[config.mk]
export PLATFORM = sky130hd
export DESIGN_NAME = lcd_reader
export DESIGN_NICKNAME = d
export VERILOG_FILES = /design/src/rtl/lcd_reader.sv
export SDC_FILE = /design/constraint.sdc
export NUM_CORES = 1
export LEC_CHECK = 0
export CAP_MARGIN = 10
export CORE_MARGIN = 4
export CORE_UTILIZATION = 30
export CTS_BUF_LIST = sky130_fd_sc_hd__clkbuf_4 sky130_fd_sc_hd__clkbuf_8
export CTS_CLUSTER_SIZE = 28
export DETAILED_ROUTE_END_ITERATION = 16
export HOLD_SLACK_MARGIN = 0.02
export PLACE_DENSITY = 0.54
export SLEW_MARGIN = 25
export SYNTH_ARGS = -nofsm -noshare
export SYNTH_HDL_FRONTEND = slang
export SYNTH_SLANG_ARGS = --single-unit
[constraint.sdc]
create_clock -name clock -period 2.6 [get_ports clock]
set_clock_uncertainty 0.05 [all_clocks]
set_input_delay 0.26 -clock clock [delete_from_list [all_inputs] [get_ports clock]]
set_output_delay 0.26 -clock clock [all_outputs]
set_load 0.01 [all_outputs]
[src/rtl/lcd_reader.sv]
// HD44780-style LCD read-cycle controller: RW/EN sequencing, byte capture, status decode.
// Optional busy-flag polling is compiled in with `define LCD_READER_POLL_EN.
module lcd_reader #(
  parameter int unsigned T_SETUP   = 2,
  parameter int unsigned T_EN_HIGH = 12,
  parameter int unsigned T_HOLD    = 2,
  parameter int unsigned T_RECOVER = 12,
  parameter int unsigned POLL_MAX  = 255
) (
  input  logic       clock,
  input  logic       resetn,
  input  logic       rd_req,
  input  logic       rd_rs,
  output logic       rd_ready,
  output logic       rd_valid,
  output logic [7:0] rd_data,
  output logic       busy_flag,
  output logic [6:0] addr_cnt,
  input  logic       poll_start,
  output logic       poll_done,
  output logic       poll_timeout,
  input  logic [7:0] lcd_data_in,
  output logic       lcd_rw,
  output logic       lcd_en,
  output logic       lcd_rs
);

  localparam int unsigned M1   = (T_SETUP > T_EN_HIGH) ? T_SETUP : T_EN_HIGH;
  localparam int unsigned M2   = (T_HOLD > T_RECOVER) ? T_HOLD : T_RECOVER;
  localparam int unsigned TMAX = (M1 > M2) ? M1 : M2;
  localparam int unsigned CW   = (TMAX > 1) ? $clog2(TMAX) : 1;

  typedef enum logic [2:0] {IDLE, SETUP, EN_HI, HOLD, RECOVER} state_t;

  state_t          state_q, state_d;
  logic [CW-1:0]   cnt_q, cnt_d;
  logic            rs_q, rs_d;
  logic            sample;
  logic            poll_go;
  logic            poll_more;
  logic            rd_valid_q;
  logic [7:0]      rd_data_q;
  logic            busy_q;
  logic [6:0]      addr_q;
  logic            lcd_rw_q, lcd_en_q, lcd_rs_q;

  always_comb begin
    state_d = state_q;
    cnt_d   = cnt_q;
    rs_d    = rs_q;
    sample  = 1'b0;
    case (state_q)
      IDLE: begin
        if (poll_go) begin
          rs_d    = 1'b0;
          state_d = SETUP;
          cnt_d   = CW'(T_SETUP - 1);
        end else if (rd_req) begin
          rs_d    = rd_rs;
          state_d = SETUP;
          cnt_d   = CW'(T_SETUP - 1);
        end
      end
      SETUP: begin
        if (cnt_q == '0) begin
          state_d = EN_HI;
          cnt_d   = CW'(T_EN_HIGH - 1);
        end else begin
          cnt_d = cnt_q - CW'(1);
        end
      end
      EN_HI: begin
        if (cnt_q == '0) begin
          sample  = 1'b1;
          state_d = HOLD;
          cnt_d   = CW'(T_HOLD - 1);
        end else begin
          cnt_d = cnt_q - CW'(1);
        end
      end
      HOLD: begin
        if (cnt_q == '0) begin
          state_d = RECOVER;
          cnt_d   = CW'(T_RECOVER - 1);
        end else begin
          cnt_d = cnt_q - CW'(1);
        end
      end
      RECOVER: begin
        if (cnt_q == '0) begin
          // Polling chains status reads without passing through IDLE.
          if (poll_more) begin
            rs_d    = 1'b0;
            state_d = SETUP;
            cnt_d   = CW'(T_SETUP - 1);
          end else begin
            state_d = IDLE;
          end
        end else begin
          cnt_d = cnt_q - CW'(1);
        end
      end
      default: begin
        state_d = IDLE;
        cnt_d   = '0;
      end
    endcase
  end

  always_ff @(posedge clock or negedge resetn) begin
    if (!resetn) begin
      state_q    <= IDLE;
      cnt_q      <= '0;
      rs_q       <= 1'b0;
      rd_valid_q <= 1'b0;
      rd_data_q  <= '0;
      busy_q     <= 1'b0;
      addr_q     <= '0;
      lcd_rw_q   <= 1'b0;
      lcd_en_q   <= 1'b0;
      lcd_rs_q   <= 1'b0;
    end else begin
      state_q    <= state_d;
      cnt_q      <= cnt_d;
      rs_q       <= rs_d;
      rd_valid_q <= sample;
      if (sample) begin
        rd_data_q <= lcd_data_in;
        if (!rs_q) begin
          busy_q <= lcd_data_in[7];
          addr_q <= lcd_data_in[6:0];
        end
      end
      lcd_rw_q <= (state_d == SETUP) || (state_d == EN_HI) || (state_d == HOLD);
      lcd_en_q <= (state_d == EN_HI);
      lcd_rs_q <= rs_d && ((state_d == SETUP) || (state_d == EN_HI) || (state_d == HOLD));
    end
  end

`ifdef LCD_READER_POLL_EN
  localparam int unsigned PW = (POLL_MAX > 1) ? $clog2(POLL_MAX + 1) : 1;

  logic          poll_act_q;
  logic          poll_end_q;
  logic [PW-1:0] poll_cnt_q;
  logic          poll_done_q, poll_timeout_q;
  logic          poll_last;
  logic          poll_hit;

  assign poll_go   = poll_start;
  assign poll_more = poll_act_q && !poll_end_q;
  assign poll_last = (poll_cnt_q == PW'(POLL_MAX - 1));
  assign poll_hit  = sample && poll_act_q;

  always_ff @(posedge clock or negedge resetn) begin
    if (!resetn) begin
      poll_act_q     <= 1'b0;
      poll_end_q     <= 1'b0;
      poll_cnt_q     <= '0;
      poll_done_q    <= 1'b0;
      poll_timeout_q <= 1'b0;
    end else begin
      poll_done_q    <= poll_hit && !lcd_data_in[7];
      poll_timeout_q <= poll_hit && lcd_data_in[7] && poll_last;
      if (state_q == IDLE && poll_go) begin
        poll_act_q <= 1'b1;
        poll_end_q <= 1'b0;
        poll_cnt_q <= '0;
      end else if (poll_hit) begin
        poll_cnt_q <= poll_cnt_q + PW'(1);
        if (!lcd_data_in[7] || poll_last) poll_end_q <= 1'b1;
      end else if (state_q == RECOVER && cnt_q == '0 && poll_end_q) begin
        poll_act_q <= 1'b0;
        poll_end_q <= 1'b0;
      end
    end
  end

  assign poll_done    = poll_done_q;
  assign poll_timeout = poll_timeout_q;
`else
  localparam int unsigned UNUSED_POLL_MAX = POLL_MAX;
  logic unused_poll_start;

  assign unused_poll_start = poll_start;
  assign poll_go           = 1'b0;
  assign poll_more         = 1'b0;
  assign poll_done         = 1'b0;
  assign poll_timeout      = 1'b0;
`endif

  assign rd_ready  = (state_q == IDLE);
  assign rd_valid  = rd_valid_q;
  assign rd_data   = rd_data_q;
  assign busy_flag = busy_q;
  assign addr_cnt  = addr_q;
  assign lcd_rw    = lcd_rw_q;
  assign lcd_en    = lcd_en_q;
  assign lcd_rs    = lcd_rs_q;

endmodule
# ---- Yosys cells after proc, flatten, opt, wreduce, memory -nomap -nowiden
# Cells that the tools add are included.
dict set report word_totals {
  reg_bits 28
  in_bits 13
  output_inout_bits 23
  wordCells 44
}
dict set report op_classes {
  add_sub_neg 1
  eq_ne 9
  n_mux 15
  bitwise 1
  reduce_logical 8
}
# op count
set ops {}
lappend ops {{$mux 4} 4}
lappend ops {{$pmux 4 s4} 1}
lappend ops {{$mux 3} 5}
lappend ops {{$pmux 3 s5} 1}
lappend ops {{$eq 3x2->1 const B} 4}
lappend ops {{$eq 3x1->1 const B} 2}
lappend ops {{$logic_not 4->1} 1}
lappend ops {{$mux 1} 4}
lappend ops {{$ne 2x2->1 const B} 2}
lappend ops {{$reduce_and 2->1} 2}
lappend ops {{$sub 4x1->4 const B} 1}
lappend ops {{$eq 3x3->1 const B} 1}
lappend ops {{$logic_not 3->1} 1}
lappend ops {{$logic_or 1x1->1} 2}
lappend ops {{$reduce_or 2->1} 1}
lappend ops {{$logic_and 1x1->1} 1}
lappend ops {{$not 1->1} 1}

# ---- Longest topological paths before layout
dict set report logic_depth {
  word_depth 7
  depth_mapped 8
  ltp_nobuf 6
}

# ---- Worst setup path before layout
# OpenSTA, ideal clock, no wires.
dict set report synth_timing {
  path_type {register to register}
  start {reg cnt_q[0]}
  end {reg addr_q[0], in the netlist addr_cnt[0]}
  setup_ns 0.125
  t_arrival_ns 2.234
  required_time_ns 2.425
  setup_slack_ns 0.191
  path_stages_with_launch 9
  path_buffers 2
  period_less_slack_ns 2.409
  path_cell_list {dfrtp_1 > inv_1 > ha_1 > or3b_1 > buf_2 > or4b_1 > buf_6 > nor2_8 > mux2_2}
}
dict set report synth_via {
  elab_chain_len 4
}
# item line
set synth_rtl {}
lappend synth_rtl {{from (decl)} 36} ;# logic [CW-1:0] cnt_q, cnt_d;
lappend synth_rtl {{from (signal assigned)} 124} ;# cnt_q <= cnt_d;
lappend synth_rtl {{$logic_not 4->1} 73} ;# if (cnt_q == '0) begin
lappend synth_rtl {{$mux 1} 73}
lappend synth_rtl {{$mux 1} 52} ;# case (state_q)
lappend synth_rtl {{$reduce_and 2->1 (no source line)} -}
lappend synth_rtl {{to (signal assigned)} 131} ;# addr_q <= lcd_data_in[6:0];
lappend synth_rtl {{to (decl)} 44} ;# logic [6:0] addr_q;
# Every way passes these cells.
# A chain may end at the register's enable or synchronous reset.

# ---- Worst setup path after layout
dict set report layout_timing {
  start {reg cnt_q[0]}
  end {reg busy_q, in the netlist busy_flag}
}
dict set report layout_via {
  elab_chain_len 4
}
# item line
set layout_rtl {}
lappend layout_rtl {{$logic_not 4->1} 73}
lappend layout_rtl {{$mux 1} 73}
lappend layout_rtl {{$mux 1} 52}
lappend layout_rtl {{$reduce_and 2->1 (no source line)} -}
lappend layout_rtl {{to (signal assigned)} 130} ;# busy_q <= lcd_data_in[7];
lappend layout_rtl {{to (decl)} 43} ;# logic busy_q;
# Every way passes these cells.

==> results.cfg <==
[status]
status = finished, final reports clean

[cells_and_area]
final-seq-area_um2 = 701
layout-area-overhead-vs-synth_pct = 32.6
post_route_cells_drive_above_1_share_pct = 20.0
finalNetCount = 166
nFillCells = 410
ant_cells = 0
multiInputGateArea_um2 = 556
fin_util_pct = 42.6

[power]
worst_ir_drop_vdd_mv = 0.434
power.leakage_nw = 0.780
power_density_nw_per_um2 = 1050

[routing]
detail_route_antenna_nets = 0
detail_route.iter0.violations = 16
detailroute.wirelength.met3_um = 212
dr.pass1.iters = 4
wl_per_cell_um = 14.8
totalWireLength_mm = 2.95
met2_wirelength_mm = 1.39
vias = 1006
dr.max_layer_used = met4
routed_length_on_met1_mm = 1.30
drc = 0
detail_route.vias_per_cell = 5.03

[worst_setup_path]
r2r-end = busy_flag
cp.required_ns = 2.71
critical_path_class = register to register
worstSetupStartpointType = register
setup.worst_path.end_class = register
path_buf_inv = 1
crit_path_cell_chain = inv_1, ha_1, or3b_1, or4b_1, nor2_8, mux2_2
critical_path.reg2reg.startpoint = cnt_q[0]
timing.critical_path.max_delay_family = simple AND/OR/NAND/NOR gates
rrSetupSlack_ns = 0.16
reg2regPathDepth = 6
timing.critical_path.slowest_stage_cell = sky130_fd_sc_hd__or4b_1
critical_path.max_stage_delay_ns = 0.59
cp_data_arrival_time_ns = 2.55
critPathMaxFanout = 8

[synth]
yosys.cell_types.count = 33
synth_edf_count = 0
synth_ff_type = sky130_fd_sc_hd__dfrtp_1
synth-seq-cells = 28
syn_inst = 118
ys_seq_area_share_pct = 52.6
synth_cell_area_um2 = 1330
postSynthAreaPerCell_um2 = 11.3
async_reset_ff_share_pct = 100
ys.warnings.count = 0

[floorplanning]
die_width_um = 74.6
num_io_pins = 36
die-height_um = 74.6
die-area_um2 = 5570
initial_core_util_pct = 32.2
coreArea_um2 = 4140
row_count = 23

[hold_path]
hold_path.class = input pin to async pin

[global_route]
grt_max_degree = 29
grt_first_pass_wirelength_mm = 4.85
grt_overflow_total = 0
global_route.usage.total_pct = 11.4
grt_pass1_vias = 1016
grt_antenna_before_repair = 0

[clock_tree]
clock_tree.htree_level_count = 1
tritoncts_clock_tree = built
clkSinkCount = 28
cts_setup_buffers = 0
cts.repair.resized = 0
clock-root-buffer = sky130_fd_sc_hd__clkbuf_8
clk_pin_slew_worst_paths_ns = 0.10
clock_buffers_created_by_tritoncts = 3
clock_tree.buffer_depth = 2
cts.hold.buffers_added = 0
clock_insertion_delay_worst_skew_ns = 0.27

[timing]
period_utilization_pct = 93.8
setup_tns_ns = 0
timing.final.setup_violations = 0
fmaxAchievable_mhz = 410
min_period_ns = 2.44
setup_repair_after_global_routing_missed_its_margin = no
whs_ns = 0.306
finalHoldViolations = 0
drv_slew = 0

[placed_design]
place_hpwl_mm = 2.19
io_buffer_count = 32
gpl.final_weighted_congestion = 0.804

[job]
max_cap_viol_count = 0
==> flip-flops by register name, summed over array words and instances (netlist names), 3 cells and up <==
signal,cells
addr_cnt,7
cnt_q,4
rd_data,8
state_q,3
==> synthesized netlist by cell type (2+ instances only) <==
library cell / instances / share of area, %
sky130_fd_sc_hd__buf_4: 2 / 1.1
sky130_fd_sc_hd__o21ai_0: 5 / 1.9
sky130_fd_sc_hd__nor2_1: 8 / 2.3
sky130_fd_sc_hd__mux2_2: 18 / 15
sky130_fd_sc_hd__buf_6: 2 / 1.7
sky130_fd_sc_hd__or2_2: 2 / 0.94
sky130_fd_sc_hd__inv_1: 5 / 1.4
sky130_fd_sc_hd__ha_1: 2 / 1.9
sky130_fd_sc_hd__dfrtp_1: 28 / 53
sky130_fd_sc_hd__nand2_1: 9 / 2.5
sky130_fd_sc_hd__nor2b_1: 2 / 0.94
sky130_fd_sc_hd__nor3_1: 2 / 0.75
sky130_fd_sc_hd__clkbuf_1: 5 / 1.4
sky130_fd_sc_hd__a21oi_1: 9 / 3.4
==> cell usage in the layout, fill, tap and decap left out, types with 2 or more instances in the layout <==
cell                               n
sky130_fd_sc_hd__nor2_1            8
sky130_fd_sc_hd__nor3_1            2
sky130_fd_sc_hd__ha_1              2
sky130_fd_sc_hd__clkdlybuf4s50_1  32
sky130_fd_sc_hd__conb_1            2
sky130_fd_sc_hd__dfrtp_1          28
sky130_fd_sc_hd__a21oi_1           9
sky130_fd_sc_hd__inv_1             5
sky130_fd_sc_hd__clkbuf_8          3
sky130_fd_sc_hd__buf_4             5
sky130_fd_sc_hd__mux2_2           18
sky130_fd_sc_hd__nor2b_1           2
sky130_fd_sc_hd__or2_2             2
sky130_fd_sc_hd__o21ai_0           5
sky130_fd_sc_hd__nand2_1           9
==> metal layers <==
metal | vias up | GRT usage (%)
met2 | 34 | 19.5
li1 | 471 | -
met3 | 8 | 3.20
met4 | 0 | 3.56
met5 | - | 0
met1 | 493 | 13.9
==> through the flow <==
stage,total power (W),area (um2),std cells,setup WS [ns]
floorplan,0.00120,1340,119,0.191
global placement,0.00150,1700,196,0.173
detailed placement,0.00154,1700,196,0.143
CTS,0.00189,1770,200,0.133
global route,0.00200,1770,200,0.0388
finish,0.00186,1770,200,0.161
==> power breakdown <==
| part | internal, W | switching, W |
|---|---|---|
| Sequential | 0.000595 | 0.000146 |
| Clock | 0.000206 | 0.000133 |
| Combinational | 0.000447 | 0.000334 |
==> worst max-delay path by stage <==
| stage | startpoint | end | slack (ns) | cells past startpoint |
|---|---|---|---|---|
| 5_1_grt | cnt_q[0] | addr_cnt[2] | 0.04 | 6 |
| 4_1_cts | cnt_q[1] | busy_flag | 0.13 | 6 |
| 6_report | cnt_q[0] | busy_flag | 0.16 | 6 |
| 3_5_place_dp | cnt_q[0] | addr_cnt[0] | 0.14 | 6 |
| 3_3_place_gp | cnt_q[1] | addr_cnt[4] | 0.17 | 6 |
| 2_1_floorplan | cnt_q[0] | addr_cnt[0] | 0.19 | 8 |
==> cell type report <==
class,count,area share (%)
Sequential cell,28,39.7
Multi-Input combinational cell,76,31.4
Timing Repair Buffer,37,20.3
Tap cell,50,3.54
Clock buffer,3,2.34
Clock inverter,1,1.70
Inverter,5,1.06
==> cell families (layout without fill, tap and decap cells) <==
kind of cell / Yosys count / count (layout) / share of synthesized area (%)
buf+inv: 15 / 46 / 6.01
fa+ha+maj: 2 / 2 / 1.88
mux: 18 / 18 / 15.2
compound gates: 23 / 23 / 11.1
flops: 28 / 28 / 52.6
other cells: 1 / 2 / 0.281
xor+xnor: 1 / 1 / 0.657
simple gates: 30 / 30 / 12.3
No activity file was read; power rests on OpenSTA's default activity.
